## src/rtl/mips_mcycle_ctrl.sv

```systemverilog
// Multi-cycle MIPS control FSM: fetch/decode/execute/memory/writeback sequencing with a
// req/ack memory handshake and wait-state timeout. Define MCYCLE_JUMP_EN to decode j (0x02).
module mips_mcycle_ctrl #(
    parameter int TIMEOUT = 16
) (
    input  logic       clk,
    input  logic       rst_n,
    input  logic [5:0] opcode,
    input  logic [5:0] funct,
    input  logic       zero,
    input  logic       mem_ack,
    output logic       mem_req,
    output logic       mem_we,
    output logic       iord,
    output logic       ir_write,
    output logic       pc_en,
    output logic [1:0] pc_src,
    output logic       alu_src_a,
    output logic [1:0] alu_src_b,
    output logic [3:0] aluop,
    output logic       reg_write,
    output logic       reg_dst,
    output logic       mem_to_reg,
    output logic       retire,
    output logic       fault,
    output logic [1:0] fault_code
);

    localparam logic [5:0] OP_RTYPE = 6'h00;
    localparam logic [5:0] OP_J     = 6'h02;
    localparam logic [5:0] OP_BEQ   = 6'h04;
    localparam logic [5:0] OP_ADDI  = 6'h08;
    localparam logic [5:0] OP_ADDIU = 6'h09;
    localparam logic [5:0] OP_LW    = 6'h23;
    localparam logic [5:0] OP_SW    = 6'h2B;

    localparam logic [5:0] F_SLL = 6'h00;
    localparam logic [5:0] F_SRL = 6'h02;
    localparam logic [5:0] F_ADD = 6'h20;

    localparam logic [3:0] ALU_ADD = 4'd2;
    localparam logic [3:0] ALU_SLL = 4'd3;
    localparam logic [3:0] ALU_SRL = 4'd4;
    localparam logic [3:0] ALU_SUB = 4'd6;

    localparam logic [1:0] FC_TIMEOUT = 2'd1;
    localparam logic [1:0] FC_ILLEGAL = 2'd2;

    localparam int CW = (TIMEOUT > 0) ? $clog2(TIMEOUT + 1) : 1;
    localparam logic [CW-1:0] LAST = (TIMEOUT > 0) ? CW'(TIMEOUT - 1) : '0;

    typedef enum logic [3:0] {
        S_START,
        S_FETCH,
        S_DECODE,
        S_MEMADR,
        S_MEMRD,
        S_MEMWB,
        S_MEMWR,
        S_EXEC,
        S_ALUWB,
        S_ADDIEX,
        S_ADDIWB,
        S_BRANCH,
`ifdef MCYCLE_JUMP_EN
        S_JUMP,
`endif
        S_FAULT
    } state_t;

    // Moore part of the outputs; fetch/branch/jump/wr_retire flag the ack- and zero-qualified ones.
    typedef struct packed {
        logic       mem_req;
        logic       mem_we;
        logic       iord;
        logic       fetch;
        logic       branch;
        logic       jump;
        logic       wr_retire;
        logic [1:0] pc_src;
        logic       alu_src_a;
        logic [1:0] alu_src_b;
        logic [3:0] aluop;
        logic       reg_write;
        logic       reg_dst;
        logic       mem_to_reg;
        logic       retire;
        logic       fault;
    } ctl_t;

    state_t     state, state_nxt;
    logic [1:0] code_q, code_nxt;
    logic [CW-1:0] cnt, cnt_nxt;
    ctl_t       ctl_q;
    logic       mem_phase, timed_out;

    function automatic ctl_t ctl_of(input state_t s, input logic [5:0] fn);
        ctl_t c;
        c = '0;
        case (s)
            S_FETCH: begin
                c.mem_req   = 1'b1;
                c.fetch     = 1'b1;
                c.alu_src_b = 2'd1;
                c.aluop     = ALU_ADD;
            end
            S_DECODE: begin
                c.alu_src_b = 2'd3;
                c.aluop     = ALU_ADD;
            end
            S_MEMADR, S_ADDIEX: begin
                c.alu_src_a = 1'b1;
                c.alu_src_b = 2'd2;
                c.aluop     = ALU_ADD;
            end
            S_MEMRD: begin
                c.mem_req = 1'b1;
                c.iord    = 1'b1;
            end
            S_MEMWB: begin
                c.reg_write  = 1'b1;
                c.mem_to_reg = 1'b1;
                c.retire     = 1'b1;
            end
            S_MEMWR: begin
                c.mem_req   = 1'b1;
                c.mem_we    = 1'b1;
                c.iord      = 1'b1;
                c.wr_retire = 1'b1;
            end
            S_EXEC: begin
                c.alu_src_a = 1'b1;
                c.aluop     = (fn == F_SLL) ? ALU_SLL : (fn == F_SRL) ? ALU_SRL : ALU_ADD;
            end
            S_ALUWB: begin
                c.reg_write = 1'b1;
                c.reg_dst   = 1'b1;
                c.retire    = 1'b1;
            end
            S_ADDIWB: begin
                c.reg_write = 1'b1;
                c.retire    = 1'b1;
            end
            S_BRANCH: begin
                c.alu_src_a = 1'b1;
                c.aluop     = ALU_SUB;
                c.pc_src    = 2'd1;
                c.branch    = 1'b1;
                c.retire    = 1'b1;
            end
`ifdef MCYCLE_JUMP_EN
            S_JUMP: begin
                c.pc_src = 2'd2;
                c.jump   = 1'b1;
                c.retire = 1'b1;
            end
`endif
            S_FAULT: c.fault = 1'b1;
            default: ;
        endcase
        return c;
    endfunction

    assign mem_phase = (state == S_FETCH) || (state == S_MEMRD) || (state == S_MEMWR);
    assign timed_out = (TIMEOUT != 0) && mem_phase && !mem_ack && (cnt == LAST);

    always_comb begin
        state_nxt = state;
        code_nxt  = code_q;
        case (state)
            S_START:  state_nxt = S_FETCH;
            S_FETCH:  if (mem_ack) state_nxt = S_DECODE;
            S_DECODE: begin
                if (opcode == OP_LW || opcode == OP_SW)
                    state_nxt = S_MEMADR;
                else if (opcode == OP_ADDI || opcode == OP_ADDIU)
                    state_nxt = S_ADDIEX;
                else if (opcode == OP_BEQ)
                    state_nxt = S_BRANCH;
                else if (opcode == OP_RTYPE && (funct == F_SLL || funct == F_SRL || funct == F_ADD))
                    state_nxt = S_EXEC;
`ifdef MCYCLE_JUMP_EN
                else if (opcode == OP_J)
                    state_nxt = S_JUMP;
`endif
                else begin
                    state_nxt = S_FAULT;
                    code_nxt  = FC_ILLEGAL;
                end
            end
            S_MEMADR: state_nxt = (opcode == OP_LW) ? S_MEMRD : S_MEMWR;
            S_MEMRD:  if (mem_ack) state_nxt = S_MEMWB;
            S_MEMWB:  state_nxt = S_FETCH;
            S_MEMWR:  if (mem_ack) state_nxt = S_FETCH;
            S_EXEC:   state_nxt = S_ALUWB;
            S_ALUWB:  state_nxt = S_FETCH;
            S_ADDIEX: state_nxt = S_ADDIWB;
            S_ADDIWB: state_nxt = S_FETCH;
            S_BRANCH: state_nxt = S_FETCH;
`ifdef MCYCLE_JUMP_EN
            S_JUMP:   state_nxt = S_FETCH;
`endif
            S_FAULT:  state_nxt = S_FAULT;
            default:  state_nxt = S_START;
        endcase
        // An ack in the last allowed cycle wins; only a missing ack there faults.
        if (timed_out) begin
            state_nxt = S_FAULT;
            code_nxt  = FC_TIMEOUT;
        end
    end

    always_comb begin
        cnt_nxt = cnt;
        if (state_nxt != state &&
            (state_nxt == S_FETCH || state_nxt == S_MEMRD || state_nxt == S_MEMWR))
            cnt_nxt = '0;
        else if (mem_phase && !mem_ack)
            cnt_nxt = cnt + CW'(1);
    end

    // ctl_q tracks ctl_of(state): both are loaded from the same next state.
    always_ff @(posedge clk or negedge rst_n) begin
        if (!rst_n) begin
            state  <= S_START;
            cnt    <= '0;
            code_q <= '0;
            ctl_q  <= '0;
        end else begin
            state  <= state_nxt;
            cnt    <= cnt_nxt;
            code_q <= code_nxt;
            ctl_q  <= ctl_of(state_nxt, funct);
        end
    end

    assign mem_req    = ctl_q.mem_req;
    assign mem_we     = ctl_q.mem_we;
    assign iord       = ctl_q.iord;
    assign ir_write   = ctl_q.fetch & mem_ack;
    assign pc_en      = (ctl_q.fetch & mem_ack) | (ctl_q.branch & zero) | ctl_q.jump;
    assign pc_src     = ctl_q.pc_src;
    assign alu_src_a  = ctl_q.alu_src_a;
    assign alu_src_b  = ctl_q.alu_src_b;
    assign aluop      = ctl_q.aluop;
    assign reg_write  = ctl_q.reg_write;
    assign reg_dst    = ctl_q.reg_dst;
    assign mem_to_reg = ctl_q.mem_to_reg;
    assign retire     = ctl_q.retire | (ctl_q.wr_retire & mem_ack);
    assign fault      = ctl_q.fault;
    assign fault_code = code_q;

endmodule

```

## config.mk

```make
export PLATFORM = sky130hd
export DESIGN_NAME = mips_mcycle_ctrl
export DESIGN_NICKNAME = d
export VERILOG_FILES = /design/src/rtl/mips_mcycle_ctrl.sv
export SDC_FILE = /design/constraint.sdc
export NUM_CORES = 1
export LEC_CHECK = 0
export CORE_ASPECT_RATIO = 0.8
export CORE_UTILIZATION = 52
export CTS_BUF_LIST = sky130_fd_sc_hd__clkbuf_8
export DETAILED_ROUTE_END_ITERATION = 7
export GPL_TIMING_DRIVEN = 0
export PLACE_DENSITY = 0.81
export SYNTH_ARGS = -nofsm -noshare
export SYNTH_HDL_FRONTEND = slang
export SYNTH_SLANG_ARGS = --single-unit
```

## constraint.sdc

```tcl
create_clock -name clk -period 2.25 [get_ports clk]
set_input_delay 0.3375 -clock clk [delete_from_list [all_inputs] [get_ports clk]]
set_output_delay 0.3375 -clock clk [all_outputs]
set_load 0.02 [all_outputs]
```

After elaboration in Yosys (flattened, before gate mapping):

Cells that the tools add are included.
Widths: inputs -> output; s select.

* bits in registers: 30
* bits of input ports: 16
* output and inout port bits: 21
* word-level logic and storage cells: 121

* add/subtract/negate cells: 1
* eq/ne operators: 37
* mux-type cells: 34
* bitwise operators: 5
* reduce and logical (&&, ||, !) cells: 27

Operator list (number)
* $eq 4x4->1 const B: 10
* $pmux 4 s9: 1
* $eq 4x3->1 const B: 8
* $mux 4: 8
* $eq 6x6->1 const B: 3
* $eq 4x2->1 const B: 4
* $mux 2: 7
* $eq 6x4->1 const B: 2
* $logic_not 6->1: 2
* $mux 1: 12
* $reduce_or 4->1: 3
* $mux 5: 2
* $pmux 3 s3: 1
* $eq 4x1->1 const B: 2
* $logic_or 1x1->1: 8
* $ne 2x2->1 const B: 4
* $eq 6x2->1 const B: 1
* $eq 6x3->1 const B: 1
* $mux 3: 2
* $pmux 2 s3: 1
* $reduce_or 3->1: 2
* $add 5x1->5 const B: 1
* $eq 5x4->1 const B: 1
* $reduce_and 5->1: 1
* 9 further kinds: 17

Depth between registers and ports, before layout:

* depth after elaboration: 15
* mapped depth: 9
* depth with buffers taken out: 9

Worst setup path before layout:

Ideal clock, no wire load.

* kind: flip-flop to flip-flop
* start point: register cnt[0]
* end point: register cnt[0]
* setup time: 0.130 ns
* data arrival time: 1.863 ns
* required time: 2.120 ns
* slack: 0.257 ns
* stages on the path, launching flop included: 10
* path buffers: 0
* period minus slack after synthesis: 1.993 ns
* cells stage by stage: dfrtp_1 > ha_1 > and3_1 > ha_1 > o21bai_1 > a22oi_1 > nor2_1 > o32a_4 > mux2i_4 > a21oi_1

* longest elaborated chain between the ends: 8
* elaborated cells between the ends (all ways): 14
* those cells by class: add/sub: 1; eq/ne: 5; mux: 3; reduce/logical: 5

Ends and longest elaborated chain
* start: declaration: RTL line 93 `logic [CW-1:0] cnt, cnt_nxt;`
* start signal: assignment: RTL line 231 `cnt <= cnt_nxt;`
* $eq 5x4->1 *: RTL line 165 `assign timed_out = (TIMEOUT != 0) && mem_phase && !mem_ack && (cnt == LAST);`
* $logic_and 1x1->1 *: RTL line 165
* $mux 4 *: RTL line 207 `if (timed_out) begin`
* via state_nxt[0]: RTL line 91 `state_t state, state_nxt;`
* $eq 4x1->1 or $eq 4x3->1 (tied branches): RTL line 216 `(state_nxt == S_FETCH || state_nxt == S_MEMRD || state_nxt == S_MEMWR))`
* $logic_or 1x1->1 (2 in series): RTL line 216
* $logic_and 1x1->1 *: RTL line 215 `if (state_nxt != state &&`
* $mux 5 or $reduce_bool 2->1 (tied branches)

Mark *: on every way through the listed nets, which the timed path passes. The rest lies on a longest branch. The select of a mux whose other input is x is not followed.
A chain may end at the register's enable or synchronous reset.

Worst setup path in the final report:

* start point: register state[0]
* end point: register ctl_q (netlist bit aluop[1])

* longest elaborated chain between the ends: 9
* elaborated cells between the ends (all ways): 31
* those cells by class: eq/ne: 18; mux: 6; reduce/logical: 7

Ends and longest elaborated chain
* start: declaration: RTL line 91
* start signal: assignment: RTL line 230 `state <= state_nxt;`
* parallel branches: the longest is 5 deep, another holds $pmux 4 s9
* $mux 4 *: RTL line 207
* $eq 4x1->1, or another cell as far along: RTL line 100 `case (s)`
* $reduce_or 4->1 (no line)
* $pmux 3 s3 *: RTL line 100
* end signal: assignment: RTL line 233 `ctl_q <= ctl_of(state_nxt, funct);`
* end: declaration: RTL line 94 `ctl_t ctl_q;`

Mark *: on every way between the ends.

==> reports/metrics.yaml <==
reg2reg_from: "state[0]"
worst_slew_pin_slew_ns: 0.606
yosysWarningCount: 0
final_nets: 241
clock-skew-final_ns: 0.00568
syn-cell-area_um2: 1610
route.vias.total: 1547
gr-usage-all-layers: 0.273
hold_viol: 0
clk-insertion-delay-late_ns: 0.28
criticalPathCategory: "reg2reg"
final.hold.worst_slack_ns: 0.0369
critical_path_peak_fanout: 10
critPathSlowestCell: "dfrtp_1"
final_area_um2: 2250
critical_path.cell_chain: "buf_2 -> nor3b_1 -> o211ai_1 -> buf_4 -> and3_1 -> o31ai_1 -> nand3_1"
regMostFlops: "cnt"
antenna_cells: 0
critical_path_arrival_ns: 2.41
cts_root_buf: "clkbuf_8"
design_power_total_mw: 2.37
biggest_registers_after_layout: "cnt x5, state x4"
post_layout_min_period_ns: 2.26
worstPathRequired_ns: 2.40
synth_cells: 173
gp_congestion: 0.877
grt_antenna_before_repair: 0
synth_simple_gate_area_frac: 0.248
dp_hpwl_um: 3040
worst-path-buf-inv: 2
ys_seq_elements: 27
leak_nw: 1.04
fin_tns_setup_ns: -0.00717
finalCoreUtilization: 0.791
prevailing_post_synth_register_cell: "dfrtp_1"
fp.dieArea_um2: 3330
yosysSeqAreaShare: 0.419
post_synth_mux_area_share: 0.0202
end_kind: "register"
hp-class: "in2async"
timing.max_slew.rel_slack: 0.593
yosys.area_share.adder: 0.0155
vias_in_the_first_global_route: 1370
clock_tree.htree_level_count: 1
io_pins: 37
power.density_nw_per_um2: 1050
placement_rows: 17
layout_cells_sized_above_1: 0.234
cts.path.max_buffers: 2
tritoncts_clock_tree: "done"
clk_transition_reported_paths_ns: 0.09
status: "complete, but fails checks"
clkSinkCount: 27
setup_violations_final: 1
final_setup_slack_of_the_worst_path_ns: -0.00717
grt_setup_unrepaired: "yes"
largest_register_ff_count: 5
detailed_place.area_um2: 2000
pin_count_of_the_biggest_net_entering_global_routing: 28
ys_async_sr_fraction: 1.00
place_ws_ns: -0.526
timing_max_transition_violations_final: 0
drc_errors: 0
via_density_per_instance: 5.95
area_growth_syn_to_layout_pct: 39.8
wirelength_um: 4440
synth_enable_flop_cells: 0
initial_utilization: 0.565
fin_cells: 260
die_w_um: 64.2
ant_nets: 0
parity_gate_share_of_the_synthesized_area_counting_xor_and_xnor_cells: 0.0163
count_of_buffers_inserted_at_the_top_level_ports: 34
synth.distinct_cells: 50
min_period_over_period: 1.00
critPathLaunchType: "register"
number_of_filler_instances_in_the_final_layout: 188
grt_overflow_total: 0
core_um2: 2850
placedCellCount: 246
drt_first_iter_violations: 83
fmax_mhz: 443
synth_top_family_by_area: "simple AND/OR/NAND/NOR gates"
cpLargestDelayFamily: "simple AND/OR/NAND/NOR gates"
cts_buffers: 3
total_of_max_cap_violations: 0
grt_first_pass_wirelength_um: 6650
syn_area_per_cell_um2: 9.32
floorplan.die.height_um: 51.8
irDropWorstVdd_mv: 0.687
synth_compound_gate_area_share: 0.201
violations: "setup timing"
post_detailed_route_wirelength_per_cell_um: 17.1
cp-startpoint: "state[0]"
slowest_delay_ns: 0.44
drt_first_pass_iters: 4
==> power by group <==
part	leakage (nW)	switching (mW)	internal, mW
Clock	0.0217	0.152	0.126
Combinational	0.655	0.801	0.622
Sequential	0.359	0.0651	0.600
==> per-layer routing <==
metal  routed length [µm]  GRT usage  vias to the layer above
li1                     -          -                      703
met4                   84     0.0926                        0
met1                 1720      0.348                      732
met5                    0          0                        -
met2                 2260      0.474                       97
met3                  368     0.0461                       15
==> cells in the mapped netlist, drive strengths merged, types with 2 or more instances <==
master | number | area share
o211ai | 3 | 0.014
nor4b | 2 | 0.015
nand2 | 11 | 0.026
nand3 | 7 | 0.022
nor2 | 14 | 0.033
clkbuf | 4 | 0.0093
and3 | 2 | 0.0078
inv | 9 | 0.021
nor4 | 3 | 0.025
mux2i | 2 | 0.020
a21oi | 15 | 0.047
buf | 11 | 0.047
nand2b | 4 | 0.016
a211oi | 3 | 0.017
nor3 | 5 | 0.016
a21o | 3 | 0.014
nand3b | 3 | 0.014
o31ai | 3 | 0.017
dfrtp | 27 | 0.42
o21ai | 10 | 0.031
xnor2 | 2 | 0.011
ha | 2 | 0.016
and2 | 6 | 0.023
nor2b | 5 | 0.019
==> final timing paths <==
| check | end | slack [ns] | cells past startpoint |
|---|---|---|---|
| worst min-delay path | fault_code[1] | 0.04 | 1 |
| worst min register to register | fault_code[0] | 0.52 | 2 |
| max in group asynchronous | mem_req | 1.82 | 1 |
| min in group clk | aluop[2] | 0.50 | 4 |
| worst max-delay path | aluop[1] | -0.007 | 7 |
| worst max register to register | aluop[1] | -0.007 | 7 |
==> layout make-up <==
cell class	instances	area [µm²]	area share
multi-input combinational	123	926	0.411
sequential	27	676	0.300
timing repair buffer	45	430	0.191
buffer	14	91.3	0.0405
tap	38	47.5	0.0211
clock buffer	3	41.3	0.0183
inverter	9	33.8	0.0150
clock inverter	1	7.51	0.00333
==> what timing repair did <==
action,CTS,global route
cloned,0,0
hold endpoints to repair,0,0
buffers inserted,3,8
pin swaps,2,14
resized for setup,6,26
setup endpoints to repair,16,14
hold buffers,0,0
==> cell usage in the layout (no fill, tap or decap), types with 2 or more instances in the layout <==
cell type and count:
dfrtp_1 27, clkdlybuf4s50_1 25, buf_4 19, nor2_1 14
a21oi_1 14, nand2_1 10, inv_1 8, nand3_1 7
o21ai_0 6, dlymetal6s2s_1 6, nor2b_1 5, and2_1 5
nand2b_1 4, buf_2 4, nor4_4 3, nor3_1 3
o211ai_1 3, a21o_1 3, nand3b_1 3, o21ai_1 3
clkbuf_8 3, nor3_2 2, a211oi_1 2, nor4b_2 2
o31ai_1 2, xnor2_1 2, conb_1 2, dlygate4sd2_1 2
==> cell families (layout without fill, tap and decap cells) <==
| kind of cell | Yosys count | in the layout |
|---|---|---|
| flip-flops | 27 | 27 |
| adder cells (fa/ha/maj) | 2 | 2 |
| AND/OR/NAND/NOR | 68 | 68 |
| buffers and inverters | 24 | 72 |
| XOR/XNOR | 3 | 3 |
| other | 1 | 2 |
| multiplexers | 2 | 2 |
| AO/OA/AOI/OAI | 46 | 46 |
==> worst register-to-register path, cell delays in order (launching register included) <==
cell	delay, ns
dfrtp_1	0.44
buf_2	0.26
nor3b_1	0.34
o211ai_1	0.23
buf_4	0.21
and3_1	0.23
o31ai_1	0.30
nand3_1	0.12
No activity file was read; power rests on OpenSTA's default activity.
